### src/rtl/rr_sched_pkg.sv
// Shared types and default sizing for the round-robin decoder arbiter.
package rr_sched_pkg;

  typedef enum logic {
    IDLE,
    BUSY
  } state_t;

  localparam int DEF_IDX_W    = 3;
  localparam int DEF_MAX_HOLD = 16;

endpackage

### src/rtl/decoder_nbit.sv
// N-bit binary to one-hot decoder with enable; all-zero output when disabled.
module decoder_nbit #(
  parameter int N = 3
) (
  input  logic [N-1:0]    a,
  input  logic            enable,
  output logic [2**N-1:0] y
);

  always_comb begin
    y = '0;
    if (enable) y[a] = 1'b1;
  end

endmodule

### src/rtl/rr_pick_next.sv
// Round-robin pick: first set request at or after ptr, wrapping modulo NREQ.
module rr_pick_next
  import rr_sched_pkg::*;
#(
  parameter int IDX_W = DEF_IDX_W
) (
  input  logic [2**IDX_W-1:0] req,
  input  logic [IDX_W-1:0]    ptr,
  output logic [IDX_W-1:0]    pick,
  output logic                any_req
);

  localparam int NREQ = 2**IDX_W;

  logic [2*NREQ-1:0] dbl;
  logic [NREQ-1:0]   rot;
  logic [IDX_W-1:0]  off;

  // Rotating the doubled vector puts requester ptr at bit 0, so the lowest set
  // bit of rot is the round-robin offset; adding it back to ptr wraps for free.
  always_comb begin
    dbl = {req, req} >> ptr;
    rot = dbl[NREQ-1:0];
    off = '0;
    for (int i = NREQ - 1; i >= 0; i--) begin
      if (rot[i]) off = IDX_W'(i);
    end
    pick    = ptr + off;
    any_req = |req;
  end

endmodule

### src/rtl/rr_decoder_arbiter.sv
// Round-robin arbiter with hold limit and one-cycle turnaround between grants;
// the one-hot grant is decoded purely from registered state.
module rr_decoder_arbiter
  import rr_sched_pkg::*;
#(
  parameter int IDX_W    = DEF_IDX_W,
  parameter int MAX_HOLD = DEF_MAX_HOLD
) (
  input  logic                clk,
  input  logic                rst_n,
  input  logic [2**IDX_W-1:0] req,
  input  logic                done,
  output logic [2**IDX_W-1:0] grant,
  output logic [IDX_W-1:0]    grant_idx,
  output logic                grant_valid,
  output logic                timeout
);

  localparam int HW = (MAX_HOLD > 1) ? $clog2(MAX_HOLD) : 1;

  state_t           state, state_nxt;
  logic [IDX_W-1:0] idx_q, idx_nxt;
  logic [IDX_W-1:0] ptr_q, ptr_nxt;
  logic [HW-1:0]    hold_q, hold_nxt;
  logic             valid_q, valid_nxt;
  logic             timeout_q, timeout_nxt;
  logic [IDX_W-1:0] pick;
  logic             any_req;
  logic             at_limit;
  logic             rel;

  rr_pick_next #(.IDX_W(IDX_W)) u_pick (
    .req     (req),
    .ptr     (ptr_q),
    .pick    (pick),
    .any_req (any_req)
  );

  assign at_limit = (hold_q == HW'(MAX_HOLD - 1));
  assign rel      = done | ~req[idx_q] | at_limit;

  always_comb begin
    state_nxt   = state;
    idx_nxt     = idx_q;
    ptr_nxt     = ptr_q;
    hold_nxt    = hold_q;
    valid_nxt   = valid_q;
    timeout_nxt = 1'b0;
    case (state)
      IDLE: begin
        if (any_req) begin
          idx_nxt   = pick;
          valid_nxt = 1'b1;
          hold_nxt  = '0;
          state_nxt = BUSY;
        end
      end
      BUSY: begin
        if (rel) begin
          valid_nxt   = 1'b0;
          ptr_nxt     = idx_q + IDX_W'(1);
          // Only a pure hold-limit revocation is flagged; a voluntary release wins.
          timeout_nxt = at_limit & ~done & req[idx_q];
          state_nxt   = IDLE;
        end else begin
          hold_nxt = hold_q + HW'(1);
        end
      end
      default: state_nxt = IDLE;
    endcase
  end

  always_ff @(posedge clk) begin
    if (!rst_n) begin
      state     <= IDLE;
      idx_q     <= '0;
      ptr_q     <= '0;
      hold_q    <= '0;
      valid_q   <= 1'b0;
      timeout_q <= 1'b0;
    end else begin
      state     <= state_nxt;
      idx_q     <= idx_nxt;
      ptr_q     <= ptr_nxt;
      hold_q    <= hold_nxt;
      valid_q   <= valid_nxt;
      timeout_q <= timeout_nxt;
    end
  end

  decoder_nbit #(.N(IDX_W)) u_dec (
    .a      (idx_q),
    .enable (valid_q),
    .y      (grant)
  );

  assign grant_idx   = idx_q;
  assign grant_valid = valid_q;
  assign timeout     = timeout_q;

endmodule

### config.mk
export PLATFORM = sky130hd
export DESIGN_NAME = rr_decoder_arbiter
export DESIGN_NICKNAME = d
export VERILOG_FILES = /design/src/rtl/rr_sched_pkg.sv /design/src/rtl/decoder_nbit.sv /design/src/rtl/rr_pick_next.sv /design/src/rtl/rr_decoder_arbiter.sv
export SDC_FILE = /design/constraint.sdc
export NUM_CORES = 1
export LEC_CHECK = 0
export CAP_MARGIN = 40
export CORE_MARGIN = 4
export CORE_UTILIZATION = 45
export DETAILED_ROUTE_END_ITERATION = 16
export PLACE_DENSITY = 0.71
export SYNTH_ARGS = -nofsm -noshare
export SYNTH_HDL_FRONTEND = slang
export SYNTH_HIERARCHICAL = 1
export SYNTH_SLANG_ARGS = --single-unit
### constraint.sdc
create_clock -name clk -period 4.5 [get_ports clk]
set_input_delay 1.35 -clock clk [delete_from_list [all_inputs] [get_ports clk]]
set_output_delay 1.35 -clock clk [all_outputs]
set_load 0.05 [all_outputs]
==> results.yml <==
global_route:
  grt.total_usage_pct: 16.59
  overflow: 0
  grt_first_pass_wirelength_microns: 4609
  grt_max_degree: 17
  grt_pass1_vias: 965
  antenna_found_initial: 0
finish:
  nets: 167
  seqCellArea_sq_um: 260.3
  final_cells: 181
  final_area_sq_um: 1533
  diodes: 0
  multi_input_area_sq_um: 907.1
  finalCoreUtilization_pct: 60.23
  drive_above_1_share_pct: 16.56
  fill_cells: 226
  synthToLayoutAreaGrowth_pct: 24.62
sta:
  worst_pin_slew_ps: 573.9
  layout_setup_ws_ps: 322.5
  setup_viol: 0
  final.min_clock_period_ps: 4177
  hold_viol: 0
  fin_skew_ps: 1.173
  drv_slew: 0
  fmax_mhz: 239.4
  fin_crit_sh_pct: 92.83
  setup_tns_ps: 0
  grt_setup_unrepaired: "no"
  relSlewSlack_pct: 61.56
die:
  io_pins: 24
  initial_core_util_pct: 48.33
  fp.dieH_microns: 60.28
  fp.dieW_microns: 60.28
  die_area_sq_um: 3634
  core_sq_um: 2545
  fp-row-count: 18
detailed_routing:
  ant_nets: 0
  drc_errors: 0
  drtPass1Iterations: 4
  wl_microns: 2850
  vias: 1096
  avgRoutedWirePerCell_microns: 15.75
  drtIter0Drc: 33
  via_per_inst: 6.055
setup_path:
  path_cells: "clkdlybuf4s50_1, mux4_1, mux2i_1, o311ai_0, a21bo_2, a31oi_1, ha_1, inv_1, fa_1, xnor2_1, xnor2_1, mux2i_1, nor2_1"
  rr_startpoint: "ptr_q[0]$_SDFFE_PN0P_"
  critPathLaunch: "req[7]"
  required_ps: 4720
  crit_family: "multiplexers"
  cp_max_fo: 6
  timing.rr.end: "grant_idx[2]$_SDFFE_PN0P_"
  cp.arrival_ps: 4390
  crit_path_top_delay_cell: "mux4_1"
  r2r_slack_ps: 1130
  cp-start-kind: "input port"
  cp-endpoint: "grant_idx[2]$_SDFFE_PN0P_"
  critPathBufInv: 2
  r2r_cells: 12
  cp.depth: 13
  cp-end-kind: "flip-flop"
  slowest_delay_ps: 550
  path_class: "input port to flip-flop"
power:
  p_leak_nw: 0.5631
  peakVddDrop_v: 0.0002089
  pwr_density_cell_nw_per_um2: 334.4
synthesis:
  synthFlopType: "dfxtp_1"
  synth_largest_area_cell: "dfxtp_1"
  yosys_warnings: 6
  synth.most_common_cell: "dfxtp_1"
  synth.net_count: 138
  synth_common_cells: "dfxtp_1, mux2i_1, nand2_1"
  synth_area_sq_um: 1230
  ys_ff_latch: 13
  synth_top_cell_area_share_pct: 21.16
  async_reset_ff_share_pct: 0
  synth_enable_flop_cells: 0
  seq_area_frac_synth_pct: 21.16
  yosysUniqueCellTypes: 45
  synth_area_leaders: "dfxtp_1, mux4_1, mux2i_1"
  avgSynthCellArea_sq_um: 9.999
  synth_cells: 123
clock_tree:
  post_cts_resized: 0
  insertion_delay_ps: 280
  h-tree-depth: 1
  cts_tree: "built"
  cts_inserted_buffers: 3
  path_clk_slew_ps: 80
  cts_buffer_depth: 2
  cts_sinks: 13
  post_cts_buffers: 0
  cts_root_buf: "clkbuf_4"
  postCtsHoldBufs: 0
outcome:
  status: "finished, final reports clean"
placed_design:
  place_congestion: 0.9235
  dpl_cell_area_sq_um: 1506
  post-place-ws_ps: 64.61
  place.port_buffers: 23
  dp.cells: 177
  dp_hpwl_microns: 2190
min_path:
  hp-class: "flip-flop to flip-flop"
  hold_depth: 2
job:
  maxCapViolations: 0
==> layout by cell type (no fill, tap or decap), types with 2 or more instances in the layout <==
cell type	instances
nand2_1	10
xnor2_1	4
inv_1	6
and4b_2	2
o31ai_1	2
ha_1	3
nor4_1	2
and2b_2	2
mux4_1	7
mux2i_1	11
mux2_2	4
o2111ai_1	2
a31oi_1	2
nor3_1	3
clkdlybuf4s50_1	23
and4bb_1	2
nand3_1	4
a21oi_1	3
buf_4	6
nor2_1	7
o21ai_0	4
dfxtp_1	13
o211ai_1	2
nand4_1	2
clkbuf_4	3
a211oi_1	2
==> metrics by stage <==
step / power [mW] / hold WS [ps]
2_1_floorplan: 0.3722 / 467.8
3_3_place_gp: 0.4316 / 486.3
3_5_place_dp: 0.4381 / 494.3
4_1_cts: 0.5127 / 506.4
5_1_grt: 0.5484 / 552.3
6_report: 0.5125 / 507.7
==> area by class of cell <==
| class | instances | share of cell area, % |
|---|---|---|
| Timing Repair Buffer | 29 | 17.96 |
| Sequential cell | 13 | 16.98 |
| Inverter | 7 | 1.714 |
| Clock buffer | 4 | 1.714 |
| Tap cell | 30 | 2.449 |
| Multi-Input combinational cell | 98 | 59.18 |
==> where the power goes <==
| group | internal (mW) | switching [mW] |
|---|---|---|
| clock network | 0.0344 | 0.0411 |
| logic | 0.127 | 0.134 |
| registers | 0.129 | 0.0464 |
==> tightest hold or removal path: stages, from the launching register on <==
cell and delay, ps:
dfxtp_1 340, o21ai_0 80, a21oi_1 60
==> state kept, by name, summed over array words and instances (netlist names) <==
register	flops
grant_idx	3
grant_valid	1
ptr_q	3
timeout	1
state	1
hold_q	4
==> worst min path at each step <==
stage                                       from                endpoint  slack [ps]
final                     hold_q[3]$_SDFFE_PN0P_  hold_q[3]$_SDFFE_PN0P_         510
after global routing      hold_q[1]$_SDFFE_PN0P_  hold_q[1]$_SDFFE_PN0P_         550
after CTS                 hold_q[3]$_SDFFE_PN0P_  hold_q[3]$_SDFFE_PN0P_         510
after detailed placement  hold_q[3]$_SDFFE_PN0P_  hold_q[3]$_SDFFE_PN0P_         490
after global placement    hold_q[3]$_SDFFE_PN0P_  hold_q[3]$_SDFFE_PN0P_         490
after floorplan           hold_q[3]$_SDFFE_PN0P_  hold_q[3]$_SDFFE_PN0P_         470
==> per-layer routing <==
metal  GRT usage [%]  up-vias  routed length (microns)
li1                -      551                        -
met1           23.27      524                     1364
met3           2.808        4                       84
met4           2.848        0                       15
met5               0        -                        0
met2           26.85       17                     1386
==> logic make-up (layout without fill, tap and decap cells) <==
kind of cell,Yosys count,count (layout),share of synthesized area [%]
AOI/OAI and AO/OA,25,25,15.56
xor gates and xnor gates,4,4,2.848
adders and majority gates,4,4,4.680
buffers and inverters,12,40,5.086
DFF,13,13,21.16
muxes,23,23,28.79
and+or+nand+nor,42,42,21.87
No activity file was read; power rests on OpenSTA's default activity.
